`src/rtl/instruction_fetch_unit.sv`:
```
// Single-issue instruction fetch stage: drives a ready/valid instruction memory
// port and feeds the decode register through a one-entry skid buffer.
module instruction_fetch_unit #(
    parameter logic [31:0] RESET_PC     = 32'h0000_0000,
    parameter logic [31:0] BUBBLE_INSTR = 32'h0000_0000
) (
    input  logic        clk,
    input  logic        rst,
    input  logic        freeze,
    input  logic        branch_taken,
    input  logic [31:0] branch_address,
    output logic        imem_req,
    output logic [31:0] imem_addr,
    input  logic        imem_ready,
    input  logic [31:0] imem_rdata,
    output logic [31:0] PC_out,
    output logic [31:0] Instruction_out,
    output logic        valid_out
);

    localparam int unsigned XLEN = 32;
    localparam int unsigned STEP = 4;

    typedef enum logic {
        FETCH = 1'b0,
        HOLD  = 1'b1
    } state_e;

    state_e            state_q, state_d;
    logic              req_q, req_d;
    logic [XLEN-1:0]   fetch_pc_q, fetch_pc_d;
    logic              redir_pend_q, redir_pend_d;
    logic [XLEN-1:0]   redir_tgt_q, redir_tgt_d;
    logic [XLEN-1:0]   buf_pc_q, buf_pc_d;
    logic [XLEN-1:0]   buf_instr_q, buf_instr_d;
    logic [XLEN-1:0]   pc_out_q, pc_out_d;
    logic [XLEN-1:0]   instr_out_q, instr_out_d;
    logic              valid_q, valid_d;
    logic              transfer;
    logic [XLEN-1:0]   seq_pc;

    assign transfer = req_q & imem_ready;
    assign seq_pc   = fetch_pc_q + XLEN'(STEP);

    // State and output registers
    always_ff @(posedge clk) begin
        if (rst) begin
            state_q      <= FETCH;
            req_q        <= 1'b0;
            fetch_pc_q   <= RESET_PC;
            redir_pend_q <= 1'b0;
            redir_tgt_q  <= '0;
            buf_pc_q     <= '0;
            buf_instr_q  <= '0;
            pc_out_q     <= '0;
            instr_out_q  <= BUBBLE_INSTR;
            valid_q      <= 1'b0;
        end else begin
            state_q      <= state_d;
            req_q        <= req_d;
            fetch_pc_q   <= fetch_pc_d;
            redir_pend_q <= redir_pend_d;
            redir_tgt_q  <= redir_tgt_d;
            buf_pc_q     <= buf_pc_d;
            buf_instr_q  <= buf_instr_d;
            pc_out_q     <= pc_out_d;
            instr_out_q  <= instr_out_d;
            valid_q      <= valid_d;
        end
    end

    // Next-state logic; branch_taken outranks freeze in every state
    always_comb begin
        state_d      = state_q;
        fetch_pc_d   = fetch_pc_q;
        redir_pend_d = redir_pend_q;
        redir_tgt_d  = redir_tgt_q;
        buf_pc_d     = buf_pc_q;
        buf_instr_d  = buf_instr_q;
        pc_out_d     = pc_out_q;
        instr_out_d  = instr_out_q;
        valid_d      = valid_q;

        unique case (state_q)
            FETCH: begin
                if (branch_taken) begin
                    valid_d     = 1'b0;
                    instr_out_d = BUBBLE_INSTR;
                    if (transfer) begin
                        fetch_pc_d   = branch_address;
                        redir_pend_d = 1'b0;
                    end else begin
                        // Address must stay put until the pending request completes
                        redir_pend_d = 1'b1;
                        redir_tgt_d  = branch_address;
                    end
                end else if (transfer && redir_pend_q) begin
                    fetch_pc_d   = redir_tgt_q;
                    redir_pend_d = 1'b0;
                    valid_d      = 1'b0;
                    instr_out_d  = BUBBLE_INSTR;
                end else if (transfer) begin
                    fetch_pc_d = seq_pc;
                    if (freeze) begin
                        buf_pc_d    = seq_pc;
                        buf_instr_d = imem_rdata;
                        state_d     = HOLD;
                    end else begin
                        pc_out_d    = seq_pc;
                        instr_out_d = imem_rdata;
                        valid_d     = 1'b1;
                    end
                end else if (!freeze) begin
                    valid_d     = 1'b0;
                    instr_out_d = BUBBLE_INSTR;
                end
            end
            HOLD: begin
                if (branch_taken) begin
                    fetch_pc_d  = branch_address;
                    valid_d     = 1'b0;
                    instr_out_d = BUBBLE_INSTR;
                    state_d     = FETCH;
                end else if (!freeze) begin
                    pc_out_d    = buf_pc_q;
                    instr_out_d = buf_instr_q;
                    valid_d     = 1'b1;
                    state_d     = FETCH;
                end
            end
            default: state_d = FETCH;
        endcase

        req_d = (state_d == FETCH);
    end

    assign imem_req        = req_q;
    assign imem_addr       = fetch_pc_q;
    assign PC_out          = pc_out_q;
    assign Instruction_out = instr_out_q;
    assign valid_out       = valid_q;

endmodule

```
`config.mk`:
```
export PLATFORM = sky130hd
export DESIGN_NAME = instruction_fetch_unit
export DESIGN_NICKNAME = d
export VERILOG_FILES = /design/src/rtl/instruction_fetch_unit.sv
export SDC_FILE = /design/constraint.sdc
export NUM_CORES = 1
export LEC_CHECK = 0
export ABC_AREA = 1
export BUFFER_PORTS_ARGS = -buffer_cell sky130_fd_sc_hd__buf_4
export CORE_ASPECT_RATIO = 0.7
export CORE_MARGIN = 8
export CORE_UTILIZATION = 30
export DETAILED_ROUTE_END_ITERATION = 6
export HOLD_SLACK_MARGIN = 0.12
export MAX_ROUTING_LAYER = met4
export SKIP_LAST_GASP = 1
export SYNTH_ARGS = -nofsm -noshare
export SYNTH_HDL_FRONTEND = slang
export SYNTH_SLANG_ARGS = --single-unit
```
`constraint.sdc`:
```
create_clock -name clk -period 3.4 [get_ports clk]
set_clock_uncertainty 0.15 [all_clocks]
set_input_delay 0.51 -clock clk [delete_from_list [all_inputs] [get_ports clk]]
set_output_delay 0.51 -clock clk [all_outputs]
set_load 0.005 [all_outputs]
```
==> run_results.csv <==
group,metric,value,unit
run_status,run_status,"finished, final reports clean",
job,drv.max_cap_violation_count,0,
critical_path,cp_num_buf_inv,1,
cells_and_area,most_frequent_cells_in_the_layout,"a21oi_1, o21ai_0, dfxtp_1",
cells_and_area,layout.cells.most_common,"a21oi_1",
floorplanning,die-area,0.03573,mm²
cells_and_area,utilization,37.04,%
route,wirelength,29.28,mm
critical_path,ff2ff_path_depth,6,
floorplanning,chip_height,160.6,µm
cells_and_area,share_of_post_route_cells_with_drive_strength_above_1,18.12,%
placed_design,place.port_buffers,166,
logic_synthesis,number_of_flops_mapped_to_enable_cells_by_yosys,0,
timing,maxSlewViolCount,0,
timing,post-route-min-period,2673,ps
critical_path,setup.worst_path.start_class,"register",
clock_network,clock_tree.buffer_depth,2,
critical_path,reg2reg_slack,730,ps
route,dr.first_iter.drc_count,727,
placed_design,pre_cts_ws,735.7,ps
timing,relSlewSlack,20.48,%
cells_and_area,design_area,0.01100,mm²
clock_network,cts_tree,"yes",
logic_synthesis,synthesis.area,0.008957,mm²
global_routing,grt_start_max_net_pins,92,
route,first_pass_iters,5,
placed_design,post_dp_cell_area,0.01042,mm²
floorplanning,initial_utilization,30.15,%
critical_path,timing_worst_setup_path_type,"register to register",
timing,setup_violations,0,
route,route.detailed.drc,0,
timing,grt_setup_unrepaired,"no",
critical_path,wp_data_arrival,2880,ps
worst_hold_path,min_delay_path_depth,3,
logic_synthesis,synthCells,1242,
timing,final-hold-violation-count,0,
clock_network,root_buffer,"clkbuf_16",
clock_network,cts_buffers,17,
global_routing,grt_pass1_wl,46.75,mm
worst_hold_path,hp-class,"input port to register",
route,drtAntennaViolNets,0,
clock_network,tritoncts_num_sinks,196,
logic_synthesis,synth_area_per_cell,7.212,µm²
global_routing,grt_antenna_before_repair,0,
route,average_wire_per_cell_in_the_routed_design,16.75,µm
global_routing,grtUsageTotal,16.52,%
timing,worst_pin_slew,1193,ps
clock_network,cts-htree-levels,4,
floorplanning,placeableCoreArea,0.02971,mm²
floorplanning,floorplan.die.width,222.5,µm
logic_synthesis,synth_net_count,1312,
logic_synthesis,synth_sequential_area_ratio,43.81,%
timing,clock.fmax,374.1,MHz
clock_network,worst_skew_pair.late_latency,430,ps
critical_path,cell_count_along_the_critical_path,6,
cells_and_area,area.growth.synth_to_final,22.84,%
placed_design,post-dp-hpwl,20.00,mm
global_routing,vias_in_the_first_global_route,8239,
pwr,post-layout-total-power,5.199,mW
timing,finalWorstSetupSlack,726.7,ps
clock_network,cts.reportedPaths.clkPinSlew,80,ps
pwr,power-per-cell-area,472.5,mW/mm²
critical_path,highest_cell_delay_on_the_worst_timing_path,790,ps
route,viasPerCell,4.965,
critical_path,critical_path_required,3600,ps
floorplanning,pin_count,167,
logic_synthesis,async_set_reset_flop_share_out_of_synthesis,0,%
pwr,leakagePower,4.569,nW
logic_synthesis,yosys_register_bits,196,
placed_design,place.gp.congestion,0.9006,
floorplanning,placement_rows,53,
cells_and_area,num_antenna_cells,0,
pwr,vdd_ir_drop_max,0.2813,mV
critical_path,cp_cell_sequence,"nor2_2 > nor2_4 > nand2_2 > inv_2 > o21ai_0 > a21oi_1",
critical_path,critical-path-top-delay-family,"flip-flops",
cells_and_area,final_nets,1423,
cells_and_area,finalNonFillerCells,1748,
placed_design,placed_cells,1718,
logic_synthesis,synth_cell_type_count,37,
timing,worst_hold_slack,201.5,ps
critical_path,worst-path-max-fanout,39,
critical_path,crit_slowest_cell,"dfxtp_2",
route,vias,8678,
critical_path,cp-end-kind,"register",
timing,totalNegativeSetupSlack,0,ps
global_routing,globalRoute.totalOverflow,0,
logic_synthesis,synth_warnings,0,
logic_synthesis,synth_ff_type,"dfxtp_1",
timing,min_period_over_period,78.63,%
==> power breakdown <==
| part | switching, mW | leakage [nW] | total, mW | internal [mW] |
|---|---|---|---|---|
| registers | 0.0967 | 1.60 | 2.51 | 2.41 |
| clock network | 0.903 | 0.281 | 2.07 | 1.16 |
| logic | 0.363 | 2.69 | 0.622 | 0.259 |
==> worst reg2reg max path, delay by kind of cell, from the launching register on <==
| family | cells | cell delay [ps] |
|---|---|---|
| flip-flops | 1 | 790 |
| buffers and inverters | 1 | 660 |
| AND/OR/NAND/NOR | 3 | 630 |
| AO/OA/AOI/OAI | 2 | 370 |
==> synth_stat cells, types with 7 or more instances <==
| library cell | n | area (µm²) |
|---|---|---|
| buf_2 | 25 | 125.1 |
| o21a_1 | 7 | 52.55 |
| nor2_1 | 55 | 206.5 |
| o21bai_1 | 13 | 97.59 |
| a21oi_1 | 208 | 1041 |
| dfxtp_1 | 196 | 3924 |
| o21ai_0 | 201 | 1006 |
| inv_1 | 118 | 442.9 |
| clkbuf_1 | 53 | 198.9 |
| nand2_1 | 191 | 716.9 |
| nand3_1 | 60 | 300.3 |
| o21ai_1 | 11 | 55.05 |
| a31oi_1 | 38 | 237.7 |
==> path summary, 6_finish.rpt <==
path                    from                   to
max                  state_q           PC_out[21]
min           imem_rdata[31]  Instruction_out[31]
max reg2reg          state_q           PC_out[21]
min reg2reg  buf_instr_q[25]      buf_instr_q[25]
==> per-layer routing <==
| metal | wire length [µm] | global-route usage [%] | vias to the layer above | share of wire, % |
|---|---|---|---|---|
| li1 | - | - | 4385 | - |
| met1 | 14040 | 22.09 | 3987 | 48 |
| met2 | 12650 | 24.18 | 257 | 43 |
| met3 | 1657 | 3.480 | 49 | 5.7 |
| met4 | 942 | 6.390 | 0 | 3.2 |
| met5 | 0 | - | - | 0 |
==> flip-flops by register name, summed over array words and instances (netlist names), 32 cells and up <==
name             count
Instruction_out     32
PC_out              32
buf_instr_q         32
buf_pc_q            32
imem_addr           32
redir_tgt_q         32
==> cell type report <==
class | instances | area [µm²]
timing repair buffer | 183 | 1401
sequential | 196 | 3925
clock buffer | 19 | 442.9
fill | 3140 | 18710
tap | 385 | 481.7
inverter | 124 | 467.9
multi-input combinational | 831 | 4150
clock inverter | 10 | 133.9
==> kinds of logic (layout without fill, tap and decap cells) <==
| group | Yosys count | count (layout) | share of synthesized area (%) |
|---|---|---|---|
| compound gates | 487 | 487 | 28.64 |
| simple gates | 335 | 335 | 16.69 |
| buf+inv | 215 | 336 | 9.945 |
| flops | 196 | 196 | 43.80 |
| xor+xnor | 8 | 8 | 0.7823 |
| fa+ha+maj | 1 | 1 | 0.1397 |
==> what timing repair did <==
item	4_1_cts	5_1_grt
hold buffers	1	0
buffers inserted	0	0
hold endpoints to repair	1	0
resized for setup	0	0
setup endpoints to repair	0	0
(Power assumes the default switching activity.)
